==> src/rtl/pc_stack_gen.sv <==
// Program-counter stack for the 4004-style core: word-serial increment, push/pop/jump, word loads.
// Build option PC_STACK_GUARD_EN adds an occupancy counter with sticky overflow/underflow flags.
module pc_stack_gen #(
    parameter int unsigned WORD_W = 4,
    parameter int unsigned NWORDS = 3,
    parameter int unsigned DEPTH  = 4,
    localparam int unsigned PC_W  = WORD_W * NWORDS,
    localparam int unsigned PTR_W = $clog2(DEPTH)
) (
    input  logic              clock,
    input  logic              reset,
    input  logic [2:0]        cycle,
    input  logic [1:0]        control,
    input  logic [PC_W-1:0]   target,
    input  logic [1:0]        pc_next_sel,
    input  logic [WORD_W-1:0] data,
    input  logic [WORD_W-1:0] regval,
    input  logic [WORD_W-1:0] inst_operand,
    input  logic [NWORDS-1:0] pc_write_enable,
    output logic [PC_W-1:0]   pc,
    output logic              pc_enable,
    output logic [WORD_W-1:0] pc_word,
    output logic [PTR_W-1:0]  sp,
    output logic              overflow,
    output logic              underflow
);

    localparam logic [1:0] CtlHold = 2'b00;
    localparam logic [1:0] CtlPush = 2'b01;
    localparam logic [1:0] CtlPop  = 2'b10;
    localparam logic [1:0] CtlJump = 2'b11;

    logic [PC_W-1:0]   slots_q [DEPTH];
    logic [PC_W-1:0]   slots_d [DEPTH];
    logic [PTR_W-1:0]  sp_q, sp_d;
    logic              carry_q, carry_d;

    logic [PC_W-1:0]   active;
    logic              fetch;
    logic              do_push;
    logic              do_pop;
    logic [WORD_W-1:0] src_word;
    logic [WORD_W:0]   sum;
    logic              found;
    int unsigned       cyc;

    assign cyc    = 32'(cycle);
    assign fetch  = (cyc < NWORDS);
    assign active = slots_q[sp_q];

    always_comb begin
        unique case (pc_next_sel)
            2'd0:    src_word = data;
            2'd1:    src_word = regval;
            2'd2:    src_word = inst_operand;
            default: src_word = '0;
        endcase
    end

    always_comb begin
        slots_d = slots_q;
        sp_d    = sp_q;
        carry_d = carry_q;
        sum     = '0;
        found   = 1'b0;
        do_push = 1'b0;
        do_pop  = 1'b0;
        if (fetch) begin
            // Word 0 always adds one; higher words add the carry rippled from the previous cycle.
            for (int unsigned w = 0; w < NWORDS; w++) begin
                if (cyc == w) begin
                    sum = {1'b0, active[w*WORD_W +: WORD_W]}
                        + {{WORD_W{1'b0}}, ((w == 0) ? 1'b1 : carry_q)};
                    slots_d[sp_q][w*WORD_W +: WORD_W] = sum[WORD_W-1:0];
                    carry_d = sum[WORD_W];
                end
            end
        end else if (|pc_write_enable) begin
            for (int unsigned w = 0; w < NWORDS; w++) begin
                if (pc_write_enable[w] && !found) begin
                    found = 1'b1;
                    slots_d[sp_q][w*WORD_W +: WORD_W] = src_word;
                end
            end
        end else begin
            unique case (control)
                CtlPush: begin
                    do_push = 1'b1;
                    sp_d = sp_q + PTR_W'(1);
                    slots_d[sp_q + PTR_W'(1)] = target;
                end
                CtlPop: begin
                    do_pop = 1'b1;
                    sp_d = sp_q - PTR_W'(1);
                end
                CtlJump: slots_d[sp_q] = target;
                CtlHold: ;
                default: ;
            endcase
        end
    end

    always_ff @(posedge clock) begin
        if (reset) begin
            for (int i = 0; i < int'(DEPTH); i++) slots_q[i] <= '0;
            sp_q    <= '0;
            carry_q <= 1'b0;
        end else begin
            slots_q <= slots_d;
            sp_q    <= sp_d;
            carry_q <= carry_d;
        end
    end

`ifdef PC_STACK_GUARD_EN
    logic [PTR_W-1:0] occ_q, occ_d;
    logic             ovf_q, ovf_d;
    logic             unf_q, unf_d;

    // Occupancy counts saved return addresses; sp itself still wraps freely.
    always_comb begin
        occ_d = occ_q;
        ovf_d = ovf_q;
        unf_d = unf_q;
        if (do_push) begin
            if (occ_q == PTR_W'(DEPTH - 1)) ovf_d = 1'b1;
            else                            occ_d = occ_q + PTR_W'(1);
        end else if (do_pop) begin
            if (occ_q == '0) unf_d = 1'b1;
            else             occ_d = occ_q - PTR_W'(1);
        end
    end

    always_ff @(posedge clock) begin
        if (reset) begin
            occ_q <= '0;
            ovf_q <= 1'b0;
            unf_q <= 1'b0;
        end else begin
            occ_q <= occ_d;
            ovf_q <= ovf_d;
            unf_q <= unf_d;
        end
    end

    assign overflow  = ovf_q;
    assign underflow = unf_q;
`else
    assign overflow  = 1'b0;
    assign underflow = 1'b0;
`endif

    always_comb begin
        pc        = active;
        sp        = sp_q;
        pc_enable = fetch;
        pc_word   = '0;
        for (int unsigned w = 0; w < NWORDS; w++) begin
            if (cyc == w) pc_word = active[w*WORD_W +: WORD_W];
        end
    end

endmodule

==> config.mk <==
export PLATFORM = sky130hd
export DESIGN_NAME = pc_stack_gen
export DESIGN_NICKNAME = d
export VERILOG_FILES = /design/src/rtl/pc_stack_gen.sv
export SDC_FILE = /design/constraint.sdc
export NUM_CORES = 1
export LEC_CHECK = 0
export ABC_AREA = 1
export BUFFER_PORTS_ARGS = -buffer_cell sky130_fd_sc_hd__clkbuf_2
export CORE_MARGIN = 4
export CORE_UTILIZATION = 50
export DETAILED_ROUTE_END_ITERATION = 8
export PLACE_DENSITY = 0.7
export SLEW_MARGIN = 10
export SYNTH_ARGS = -nofsm -noshare
export SYNTH_HDL_FRONTEND = slang
export SYNTH_SLANG_ARGS = --single-unit
==> constraint.sdc <==
create_clock -name clock -period 2.37 [get_ports clock]
set_input_delay 0 -clock clock [delete_from_list [all_inputs] [get_ports clock]]
set_output_delay 0 -clock clock [all_outputs]
set_load 0.005 [all_outputs]
## Word level (Yosys, flattened, before mapping)

Cells that the tools add are included.

- Bits in registers: 51
- Bits of input ports: 36

- Equal/unequal tests: 7
- Reductions and logical operators: 14
- $lt $le $gt $ge: 5
- Add/subtract/negate cells: 5
- Bitwise operators: 4
- Mux-type cells: 50

Operator list:

| operator | number |
|---|---|
| two-way mux 48 bit | 14 |
| bitwise mux 48 bit | 8 |
| demux 12 bit (select 2 bit) | 5 |
| case mux 48 bit (2 select lines) | 1 |
| two-way mux 12 bit | 5 |
| zero test 32 bit | 1 |
| binary-select mux 12 bit (select 2 bit) | 1 |
| two-way mux 4 bit | 4 |
| case mux 4 bit (3 select lines) | 1 |
| adder 4 x 1 -> 5 bit | 2 |
| two-way mux 1 bit | 9 |
| two-way mux 8 bit | 1 |
| == test 2 bit (second input constant) | 3 |
| greater-or-equal comparator 3 bit (second input constant) | 2 |
| < comparator 3 x 1 -> 1 bit (second input constant) | 2 |
| NOT 2 -> 3 bit | 2 |
| adder 4 x 1 -> 5 bit (second input constant) | 1 |
| == test 2 x 1 -> 1 bit (second input constant) | 2 |
| logical AND 1 bit | 4 |
| case mux 2 bit (2 select lines) | 1 |
| nonzero test 4 bit | 1 |
| == test 3 x 1 -> 1 bit (second input constant) | 1 |
| == test 3 x 2 -> 1 bit (second input constant) | 1 |
| < comparator 3 x 2 -> 1 bit (second input constant) | 1 |
| other kinds (10) | 12 |

## Logic depth before layout (Yosys ltp)

Gate-level depths: netlist of the first run.

- Depth in word-level cells: 17
- Depth in mapped cells: 16

## Least setup slack after synthesis of the first run

OpenSTA, ideal clock, no wires.

- Path kind: flip-flop to flip-flop
- Start: register sp_q[0], in the netlist sp[0]
- End: register slots_q[36] (netlist name)
- Required time: 2.253 ns
- Cell stages (with the launch flop): 14
- Arrival time: 2.000 ns
- Slack: 0.253 ns
- Library setup time: 0.117 ns
- Buffers on the path: 3
- Path through: dfxtp_1 -> buf_2 -> inv_2 -> buf_4 -> ha_1 -> inv_1 -> nand2_1 -> o21ai_0 -> inv_1 -> buf_2 -> nand2_1 -> a21oi_1 -> nor3_1 -> nor2_1

- Cells in the longest elaborated chain, start to end: 17
- Elaborated cells on any way between the ends: 44
- Those cells by class: 2 x add/sub; 4 x order compare; 34 x mux; 2 x bitwise; 2 x reduce/logical

RTL lines:

| element | line | source |
|---|---|---|
| start, declared | 35 | `logic [PTR_W-1:0] sp_q, sp_d;` |
| start signal, assigned | 110 | `sp_q <= sp_d;` |
| NOT 2 -> 3 bit (implied by the code) | -- |  |
| greater-or-equal comparator 3 bit (implied by the code) or < comparator 3 x 1 -> 1 bit (tied branches) | 74, 82, 96 |  |
| logical AND 1 bit (implied by the code) | 74, 82, 96 |  |
| two-way mux 4 bit (implied by the code) | 74, 82 |  |
| demux 12 bit (select 2 bit) | 74, 82 |  |
| bitwise mux 48 bit | 82 | `slots_d[sp_q][w*WORD_W +: WORD_W] = src_word;` |
| two-way mux 48 bit | 80 | `if (pc_write_enable[w] && !found) begin` |
| two-way mux 48 bit | 78 | `end else if (\|pc_write_enable) begin` |
| two-way mux 48 bit | 68 | `if (fetch) begin` |
| bitwise mux 48 bit | 82 |  |
| two-way mux 48 bit | 80 |  |
| two-way mux 48 bit | 78 |  |
| two-way mux 48 bit | 68 |  |
| bitwise mux 48 bit | 82 |  |
| two-way mux 48 bit | 80 |  |
| two-way mux 48 bit | 78 |  |
| two-way mux 48 bit (*) | 68 |  |
| end signal, assigned | 109 | `slots_q <= slots_d;` |
| end, declared | 33 | `logic [PC_W-1:0] slots_q [DEPTH];` |

Mark *: on every way between the ends. The rest lies on a longest branch, timed or not. The select of a mux whose other input is x is not followed.
A chain may end at the register's enable or synchronous reset.

## Worst setup path after layout of the first run

- Start: register sp_q[0], in the netlist sp[0]
- End: register slots_q[45] (netlist name)

- Cells in the longest elaborated chain, start to end: 14
- Elaborated cells on any way between the ends: 44
- Those cells by class: 2 x add/sub; 4 x order compare; 34 x mux; 2 x bitwise; 2 x reduce/logical

RTL lines:

| element | line |
|---|---|
| branches (longest 13 deep; another with greater-or-equal comparator 3 bit) | -- |
| two-way mux 48 bit (*) | 68 |

Every way passes the cells marked *. The select of a mux whose other input is x is not followed.

==> run summary, run 1 <==
Fin crit period -> 2.17 ns
Top-count cell post-synth -> nand2_1
Ranking of synthesized cells by area -> dfxtp_1 23%, nand2_1 18%, nand3_1 11%, nor2_1 9.6%, o21ai_0 8.0%
Share of layout cells above drive strength 1 -> 0.133
FF+latch area -> 0.00102 sq mm
Final setup fails -> 0
Pin count of the biggest net entering global routing -> 42
Mean Syn Cell Area -> 5.63 sq um
Internal power -> 1.31 mW
Wire per inst -> 16.7 um
Final critical-path share of the clock period -> 0.917
First-pass GRT wire length -> 25000 um
Crit path DAT -> 2.38 ns
Outcome -> complete, no violations
Non-filler cells, final -> 955
Worst Hold Margin -> 0.0362 ns
Combinational share of power -> 0.306
Slew Viols, Final -> 0
Net load switching power -> 783 uW
Post-Synthesis Cells -> 798
Sw frac -> 0.374
Fillcell total -> 884
Via/cell ratio -> 5.68
Die area -> 0.0106 sq mm
Vias -> 5425
EDFF count, synth -> 0
Util after Layout -> 0.574
PD cells -> 418 mW/mm^2
Final count of hold timing violations -> 0
Crit path capture type -> register
I/O pin count -> 57
Peak Freq -> 0.460 GHz
Total Power -> 2.09 mW
Max Fanout on Critical Path -> 14
Post-synth top area share -> 0.227
Critical Path Start Type -> register
RSZ-0062 raised after global routing -> false
Initial Utilization -> 0.515
Max_slew headroom -> 0.603
Post-synth top flop -> dfxtp_1
Core area -> 0.00872 sq mm
Slew @ Worst Pin -> 0.594 ns
Mapped cell area -> 0.00449 sq mm
Post-DP HPWL -> 12300 um
Fin area -> 0.00501 sq mm
Worst setup margin -> 0.198 ns
Total gr overflow -> 0
Die height -> 103 um
Initial DRC count -> 451
FP Rows -> 34
Multi-input gate area -> 0.00296 sq mm
Die Wd -> 103 um
Max_cap viols -> 0
Warnings from Yosys -> 0
IO buf count -> 54
Synth async-reset ratio -> 0
Nets -> 897
Synth cell count leaders -> 217 x nand2_1, 115 x nor2_1, 95 x nand3_1
Clock Sinks -> 51
GR Util All Layers -> 0.306
Sequential share of power -> 0.440
Clock root buffer -> clkbuf_8
Worst EP required -> 2.58 ns
Maximum vdd drop -> 0.302 mV
Clk pwr share -> 0.255
Diode count -> 0
Clk_skew -> 0.00385 ns
#FFs+latches synth -> 51
DRC Markers -> 0
Final WL -> 16000 um
Register area share after synthesis -> 0.227
HP Class -> in -> reg
CP Class -> reg -> reg
Area after DPL -> 0.00486 sq mm
Final RePlAce weighted congestion -> 0.985
Number of global-route vias before repair -> 4943
Worst-path clk slew -> 0.10 ns
Dominant cell type by area after synthesis -> dfxtp_1
Worst skew pair latency -> 0.31 ns
Initial antenna violation count -> 0
Placed insts -> 943
CTS tree -> done
Leakage -> 2.42 nW
Place WS -> 0.130 ns
Clock Path Buffers -> 2
Area Overhead vs Synth -> 11.5%
Post-DRT Antenna Nets -> 0
Num CTS Buffers -> 5
Pre-Repair DR Iteration Count -> 5
Max H-tree Level -> 2
Setup TNS -> 0 ns
Netlist cell types -> 34
==> critical path, cell delays in order, from the launching register on <==
cell and delay [ns]:
dfxtp_1 0.42, buf_4 0.24, o21ai_0 0.11, o22ai_1 0.33, ha_1 0.24, ha_1 0.24
inv_1 0.14, nor2_1 0.07, nor3_1 0.19, nor2_1 0.07
==> area by class of cell <==
type,instances,share of cell area
Multi-Input combinational cell,623,0.591
Timing Repair Buffer,79,0.0945
Tap cell,108,0.0270
Clock inverter,3,0.00375
Inverter,86,0.0662
Clock buffer,5,0.0137
Sequential cell,51,0.204
==> state kept, by name, summed over array words and instances (netlist names) <==
register	cells
carry_q	1
slots_q	48
sp	2
==> power by group through the flow <==
stage                     logic, mW  registers [mW]  clock network, mW
final                         0.640           0.920              0.533
after global routing          0.710           0.924              0.574
after CTS                     0.622           0.919              0.542
after detailed placement      0.616           0.938                  0
after global placement        0.611           0.937                  0
after floorplan               0.418           0.932                  0
==> logic make-up after synthesis <==
logic type / Yosys count / synth area share
flops: 51 / 0.227
other cells: 1 / 0.000835
compound gates: 148 / 0.174
simple gates: 455 / 0.433
buf+inv: 125 / 0.116
fa+ha+maj: 15 / 0.0418
xor+xnor: 3 / 0.00585
==> metal layers <==
metal,vias up,part of all wire,GRT usage
met4,0,0.067,0.181
met5,-,0,0
li1,2655,-,-
met2,280,0.46,0.488
met1,2428,0.40,0.395
met3,62,0.080,0.0379
==> cell usage in the layout, fill, tap and decap left out <==
cell           instances
nand2_1              217
o221ai_1               1
buf_4                 23
o21ai_0               72
o21ai_4                1
inv_1                 78
o22ai_1                4
xor2_1                 1
clkbuf_2              54
inv_2                  5
nand3_2                4
nand2_4                2
and2_1                 1
dlygate4sd3_1          1
clkinvlp_4             1
nor3_1                 8
nand3_1               95
inv_6                  1
clkbuf_8               5
a211oi_1               1
buf_12                 1
conb_1                 2
clkinv_2               2
nand3b_1               1
xor2_2                 1
xnor2_1                1
dfxtp_1               51
nor2_1               115
ha_1                  15
nor2_2                 6
a21oi_1               59
nand4_1                1
nor2_4                 4
inv_4                  2
nor2_8                 1
o21bai_1               5
o21ai_1                2
o211ai_1               3
==> worst paths after layout <==
check | to | slack (ns) | cells past startpoint | from
setup reg to reg | slots_q[45] | 0.20 | 9 | sp[0]
hold reg to reg | slots_q[13] | 0.53 | 2 | slots_q[13]
hold / removal | carry_q | 0.04 | 4 | cycle[1]
setup / recovery | slots_q[45] | 0.20 | 9 | sp[0]
==> timing repair <==
| item | in CTS | in global routing |
|---|---|---|
| endpoints found under the hold margin | 2 | 0 |
| resized for setup | 0 | 5 |
| setup buffers | 0 | 3 |
| setup endpoints to repair | 0 | 9 |
| hold buffers | 1 | 0 |
Power figures use the tool's default switching activity.
==> inputs of run 2 (changes only) <==
--- a/config.mk
+++ b/config.mk
@@ -7,10 +7,12 @@
 export LEC_CHECK = 0
 export ABC_AREA = 1
 export BUFFER_PORTS_ARGS = -buffer_cell sky130_fd_sc_hd__clkbuf_2
+export CELL_PAD_IN_SITES_DETAIL_PLACEMENT = 2
+export CELL_PAD_IN_SITES_GLOBAL_PLACEMENT = 2
 export CORE_MARGIN = 4
-export CORE_UTILIZATION = 50
+export CORE_UTILIZATION = 30
 export DETAILED_ROUTE_END_ITERATION = 8
-export PLACE_DENSITY = 0.7
+export PLACE_DENSITY_LB_ADDON = 0.1
 export SLEW_MARGIN = 10
 export SYNTH_ARGS = -nofsm -noshare
 export SYNTH_HDL_FRONTEND = slang
==> run 2 against run 1 <==
Net effect:
- die area increased by 61%
- global-route usage decreased by 3.4 points
- setup slack got worse by 0.084 ns
- critical path depth increased by 1
- via count increased by 3.1%
- total power increased by 15%
- sequential power about the same
- cell area increased by 3.0%
- sequential cell count unchanged
- non-clock buffer count increased by 1
- critical endpoint is now slots_q[22]
- first-iteration DRC count decreased by 22%
==> run summary, run 2 (synthesis results as in run 1) <==
Outcome -> complete, no violations
Critical Path Start Type -> register
Pin count of the biggest net entering global routing -> 44 (+4.8%)
Fin crit period -> 2.26 ns (+0.0839 ns)
Fillcell total -> 1881 (+110%)
Vias -> 5594 (+3.1%)
Worst R2R Setup Slack -> 0.11 ns (-0.08 ns)
Initial antenna violation count -> 0 (unchanged)
GR Util All Layers -> 0.271 (-0.0345)
DRC Markers -> 0 (unchanged)
Die area -> 0.0170 sq mm (+61%)
CTS tree -> done
Worst hold path depth -> 2 (-2)
CP Class -> reg -> reg
Slowest stage delay, CP -> 0.34 ns (-0.08 ns)
FP Rows -> 44 (+29%)
Max reg flops -> 48 (unchanged)
Worst-path clk slew -> 0.08 ns (-0.02 ns)
Num CTS Buffers -> 5 (unchanged)
Final count of hold timing violations -> 0 (unchanged)
Worst Hold Margin -> 0.0420 ns (+0.00578 ns)
Clock root buffer -> clkbuf_16
Nets -> 898 (+0.11%)
Pre-Repair DR Iteration Count -> 5 (unchanged)
PD cells -> 465 mW/mm^2 (+11%)
Max H-tree Level -> 2 (unchanged)
Setup TNS -> 0 ns (unchanged)
Clock Sinks -> 51 (unchanged)
Post-DRT Antenna Nets -> 0 (unchanged)
Via/cell ratio -> 5.43 (-4.5%)
Final RePlAce weighted congestion -> 0.907 (-7.9%)
Worst-case reg-to-reg path depth -> 10 (+1)
CP cell instances -> inv_2 -> buf_4 -> nor2_1 -> o22ai_2 -> ha_1 -> ha_1 -> xor2_2 -> o21ai_0 -> nor2_1 -> nor2_1
IO buf count -> 54 (unchanged)
Worst Hold End -> carry_q
Clk_skew -> 0.00767 ns (+0.00382 ns)
Diode count -> 0 (unchanged)
Critical path's most frequent cell -> nor2_1
Peak Freq -> 0.443 GHz (-3.7%)
Initial DRC count -> 352 (-22%)
Max Fanout on Critical Path -> 9 (-5)
Initial Utilization -> 0.308 (-0.207)
Slew Viols, Final -> 0 (unchanged)
R2R Path End -> slots_q[22]
I/O pin count -> 57 (unchanged)
Slew @ Worst Pin -> 0.658 ns (+0.0638 ns)
Util after Layout -> 0.354 (-0.221)
Number of global-route vias before repair -> 6053 (+22%)
Area Overhead vs Synth -> 14.8%
Reg with most FFs -> slots_q
Maximum vdd drop -> 0.276 mV (-8.8%)
Wire per inst -> 22.1 um (+32%)
Core area -> 0.0146 sq mm (+67%)
Final WL -> 22700 um (+42%)
Die height -> 130 um (+27%)
Most frequent cells in the layout -> 217 x nand2_1, 115 x nor2_1, 95 x nand3_1
Worst skew pair latency -> 0.31 ns (about the same)
Final setup fails -> 0 (unchanged)
Die Wd -> 130 um (+27%)
Commonest non-fill, non-tap cell in the layout -> nand2_1
Worst EP required -> 2.57 ns (about the same)
Max_slew headroom -> 0.560 (-0.0428)
Total gr overflow -> 0 (unchanged)
Max_cap viols -> 0 (unchanged)
HP Class -> in -> reg
First-pass GRT wire length -> 34900 um (+39%)
Share of layout cells above drive strength 1 -> 0.137 (+0.00354)
Final critical-path share of the clock period -> 0.952 (+0.0354)
R2R Path Start -> sp[0]
Clock Path Buffers -> 2 (unchanged)
Critical path's slowest cell -> dfxtp_1
RSZ-0062 raised after global routing -> false
Worst Hold Launch -> reset
Crit path DAT -> 2.46 ns (+0.08 ns)
Leakage -> 2.45 nW (+1.0%)
Crit path capture type -> register
Post-DP HPWL -> 17900 um (+45%)
Cts hold-fix bufs -> 0 (-1)
run 2: timing repair:
action	CTS	global route
gates resized for setup	1	6
setup buffers	0	0
setup endpoints to repair	4	17
run 2: worst max-delay path: cells and delay by family, from the launching register on:
kind / cells / cell delay (ns)
xor+xnor: 1 / 0.24
compound gates: 2 / 0.39
flops: 1 / 0.34
buf+inv: 2 / 0.42
simple gates: 3 / 0.25
fa+ha+maj: 2 / 0.51
run 2: worst max-delay path by stage:
stage / from / slack, ns / endpoint / cells after the start
floorplan: sp[0] / 0.25 / slots_q[36] / 13
global placement: sp[0] / -0.05 / slots_q[46] / 10
detailed placement: sp[0] / -0.06 / slots_q[46] / 10
CTS: sp[0] / 0.03 / slots_q[22] / 10
global route: sp[0] / 0.02 / slots_q[2] / 15
finish: sp[0] / 0.11 / slots_q[22] / 10
run 2: stage by stage:
step	power (mW)	std cells	setup WS (ns)	instance area, sq um
global route	2.52	1031	0.0165	5160
CTS	2.40	1031	0.0284	5140
finish	2.40	1031	0.114	5160
detailed placement	1.64	1024	-0.0600	4990
floorplan	1.35	799	0.253	4500
global placement	1.61	1024	-0.0473	4990
run 2: per-layer routing:
metal  GRT usage  up-vias  wire, um
li1            -     2651         -
met1       0.344     2787      9970
met2       0.481      123     11200
met3      0.0262       33       796
met4      0.0913        0       738
met5           0        -         0
run 2: area by class of cell:
cell class                      count  area [sq um]  area share
Sequential cell                    51          1020       0.198
Multi-Input combinational cell    623          2980       0.577
Inverter                           86           325      0.0631
Clock inverter                      2          13.8     0.00267
Timing Repair Buffer               80           465      0.0902
Tap cell                          184           230      0.0446
Clock buffer                        5           125      0.0243
run 2: where the power goes:
part	switching (mW)	internal, mW	leakage (nW)
clock network	0.379	0.388	0.0696
logic	0.505	0.205	1.96
registers	0.0228	0.898	0.414
total	0.906	1.49	2.45
==> inputs of run 3 (changes only) <==
--- a/config.mk
+++ b/config.mk
@@ -12,7 +12,9 @@
 export CORE_MARGIN = 4
 export CORE_UTILIZATION = 30
 export DETAILED_ROUTE_END_ITERATION = 8
+export HOLD_SLACK_MARGIN = 0.05
 export PLACE_DENSITY_LB_ADDON = 0.1
+export SETUP_SLACK_MARGIN = 0.15
 export SLEW_MARGIN = 10
 export SYNTH_ARGS = -nofsm -noshare
 export SYNTH_HDL_FRONTEND = slang
==> run 3 against run 2 <==
Net effect:
- clock power fell by 0.7%
- combinational power rose by 3%
- fmax rose by 4.0%
- die area did not move
- first-iteration DRC count rose by 29%
- routed wire length rose by 0.73%
- register-to-register slack improved by 0.09 ns
- non-clock buffer count rose by 6
==> run summary, run 3 (synthesis results as in run 1) <==
Outcome -> complete, no violations
HP Class -> in -> reg
DRC Markers -> 0 (unchanged)
Number of global-route vias before repair -> 6070 (+0.28%)
Diode count -> 0 (unchanged)
Post-DP HPWL -> 17900 um (unchanged)
Die area -> 0.0170 sq mm (unchanged)
Total Power -> 2.41 mW (+0.56%)
PD cells -> 458 mW/mm^2 (-1.5%)
Max_cap viols -> 0 (unchanged)
Critical path's most frequent cell -> nor2_1
Combinational share of power -> 0.302 (+0.006)
Non-filler cells, final -> 1037 (+0.58%)
Final setup fails -> 0 (unchanged)
Reg with most FFs -> slots_q
I/O pin count -> 57 (unchanged)
Worst Hold Margin -> 0.0780 ns (+0.0360 ns)
RSZ-0062 raised after global routing -> true
Sequential share of power -> 0.382 (-0.002)
Final count of hold timing violations -> 0 (unchanged)
Critical path's top delay family -> adder cells
Die height -> 130 um (unchanged)
Most frequent cells in the layout -> 217 x nand2_1, 115 x nor2_1, 94 x nand3_1
Worst-path clk slew -> 0.08 ns (about the same)
Initial antenna violation count -> 0 (unchanged)
Maximum vdd drop -> 0.272 mV (-1.3%)
Slew Viols, Final -> 0 (unchanged)
Pin count of the biggest net entering global routing -> 44 (unchanged)
Initial Utilization -> 0.308 (unchanged)
Wire per inst -> 22.1 um (+0.15%)
GR Util All Layers -> 0.271 (about the same)
Worst skew pair latency -> 0.31 ns (about the same)
Total gr overflow -> 0 (unchanged)
Critical Path Start Type -> register
Share of layout cells above drive strength 1 -> 0.154 (+0.0166)
Core area -> 0.0146 sq mm (unchanged)
Initial DRC count -> 453 (+29%)
CTS tree -> done
Clock Path Buffers -> 2 (unchanged)
Area Overhead vs Synth -> 17.2%
Vias -> 5619 (+0.45%)
Num CTS Buffers -> 5 (unchanged)
Pre-Repair DR Iteration Count -> 5 (unchanged)
Die Wd -> 130 um (unchanged)
Slew @ Worst Pin -> 0.661 ns (+0.00286 ns)
IO buf count -> 54 (unchanged)
Post-DRT Antenna Nets -> 0 (unchanged)
Max_slew headroom -> 0.558 (-0.00191)
Critical path's slowest cell -> dfxtp_2
Leakage -> 2.48 nW (+1.3%)
Buf+Inv Stages, Crit Path -> 2 (unchanged)
Slowest stage delay, CP -> 0.35 ns (about the same)
Clk pwr share -> 0.316 (-0.004)
FP Rows -> 44 (unchanged)
Crit path capture type -> register
Place WS -> -0.0600 ns (unchanged)
Nets -> 904 (+0.67%)
CP cell instances -> inv_4 -> buf_4 -> nor2_1 -> o22ai_2 -> ha_1 -> ha_1 -> xor2_2 -> o21ai_0 -> nor2_1 -> nor2_1
Clock Sinks -> 51 (unchanged)
Clk_skew -> 0.00722 ns (-0.000443 ns)
Worst EP required -> 2.57 ns (about the same)
Setup TNS -> 0 ns (unchanged)
Clock root buffer -> clkbuf_16
Final critical-path share of the clock period -> 0.915 (-0.0368)
Crit path DAT -> 2.37 ns (-0.09 ns)
Sw frac -> 0.377 (-0.00105)
Worst setup margin -> 0.201 ns (+0.0872 ns)
Commonest non-fill, non-tap cell in the layout -> nand2_1
Net load switching power -> 909 uW (+0.28%)
Max Fanout on Critical Path -> 9 (unchanged)
Max reg flops -> 48 (unchanged)
Placed insts -> 1024 (unchanged)
Final WL -> 22900 um (+0.73%)
Max H-tree Level -> 2 (unchanged)
CP Class -> reg -> reg
Worst R2R Setup Slack -> 0.20 ns (+0.09 ns)
Via/cell ratio -> 5.42 (-0.13%)
Peak Freq -> 0.461 GHz (+4.0%)
Fin crit period -> 2.17 ns (-0.0872 ns)
Internal power -> 1.50 mW (+0.73%)
Final RePlAce weighted congestion -> 0.907 (unchanged)
First-pass GRT wire length -> 34900 um (about the same)
-- run 3: worst min-delay path: cells and delay by family --
| family | cells | cell delay, ns |
|---|---|---|
| AOI/OAI and AO/OA | 1 | 0.06 |
| and+or+nand+nor | 2 | 0.15 |
| buffers and inverters | 1 | 0.12 |
-- run 3: path summary, 6_finish.rpt --
path / from / endpoint / depth (start not counted)
setup reg to reg: sp[0] / slots_q[22] / 10
setup / recovery: sp[0] / slots_q[22] / 10
hold / removal: cycle[1] / carry_q / 4
hold reg to reg: slots_q[37] / slots_q[37] / 4
-- run 3: area by class of cell --
type,count,area [sq um]
clock buffer,5,125
sequential,51,1020
tap,184,230
timing repair buffer,86,532
clock inverter,2,13.8
inverter,86,330
multi-input combinational,623,3010
fill,1879,9320
-- run 3: routing by layer --
| metal | global-route usage | part of all wire | vias up |
|---|---|---|---|
| met4 | 0.0974 | 0.036 | 0 |
| met5 | 0 | 0 | - |
| met2 | 0.479 | 0.49 | 118 |
| met1 | 0.343 | 0.44 | 2796 |
| met3 | 0.0262 | 0.032 | 38 |
| li1 | - | - | 2667 |
-- run 3: timing repair --
action | in CTS | in global routing
setup endpoints to repair | 15 | 38
pin swaps | 0 | 3
hold buffers | 1 | 0
hold endpoints to repair | 2 | 0
setup buffers | 0 | 5
resized for setup | 4 | 22
-- run 3: metrics by stage --
stage / instance area (sq um) / utilization
floorplan: 4500 / -
detailed placement: 4990 / 0.342
global route: 5270 / 0.361
finish: 5270 / 0.361
global placement: 4990 / 0.342
CTS: 5160 / 0.353
-- run 3: power groups by stage --
stage,sequential [mW],combinational [mW],clock [mW]
floorplan,0.932,0.418,0
global placement,0.938,0.673,0
detailed placement,0.940,0.699,0
CTS,0.920,0.710,0.775
global route,0.925,0.802,0.807
finish,0.921,0.728,0.762
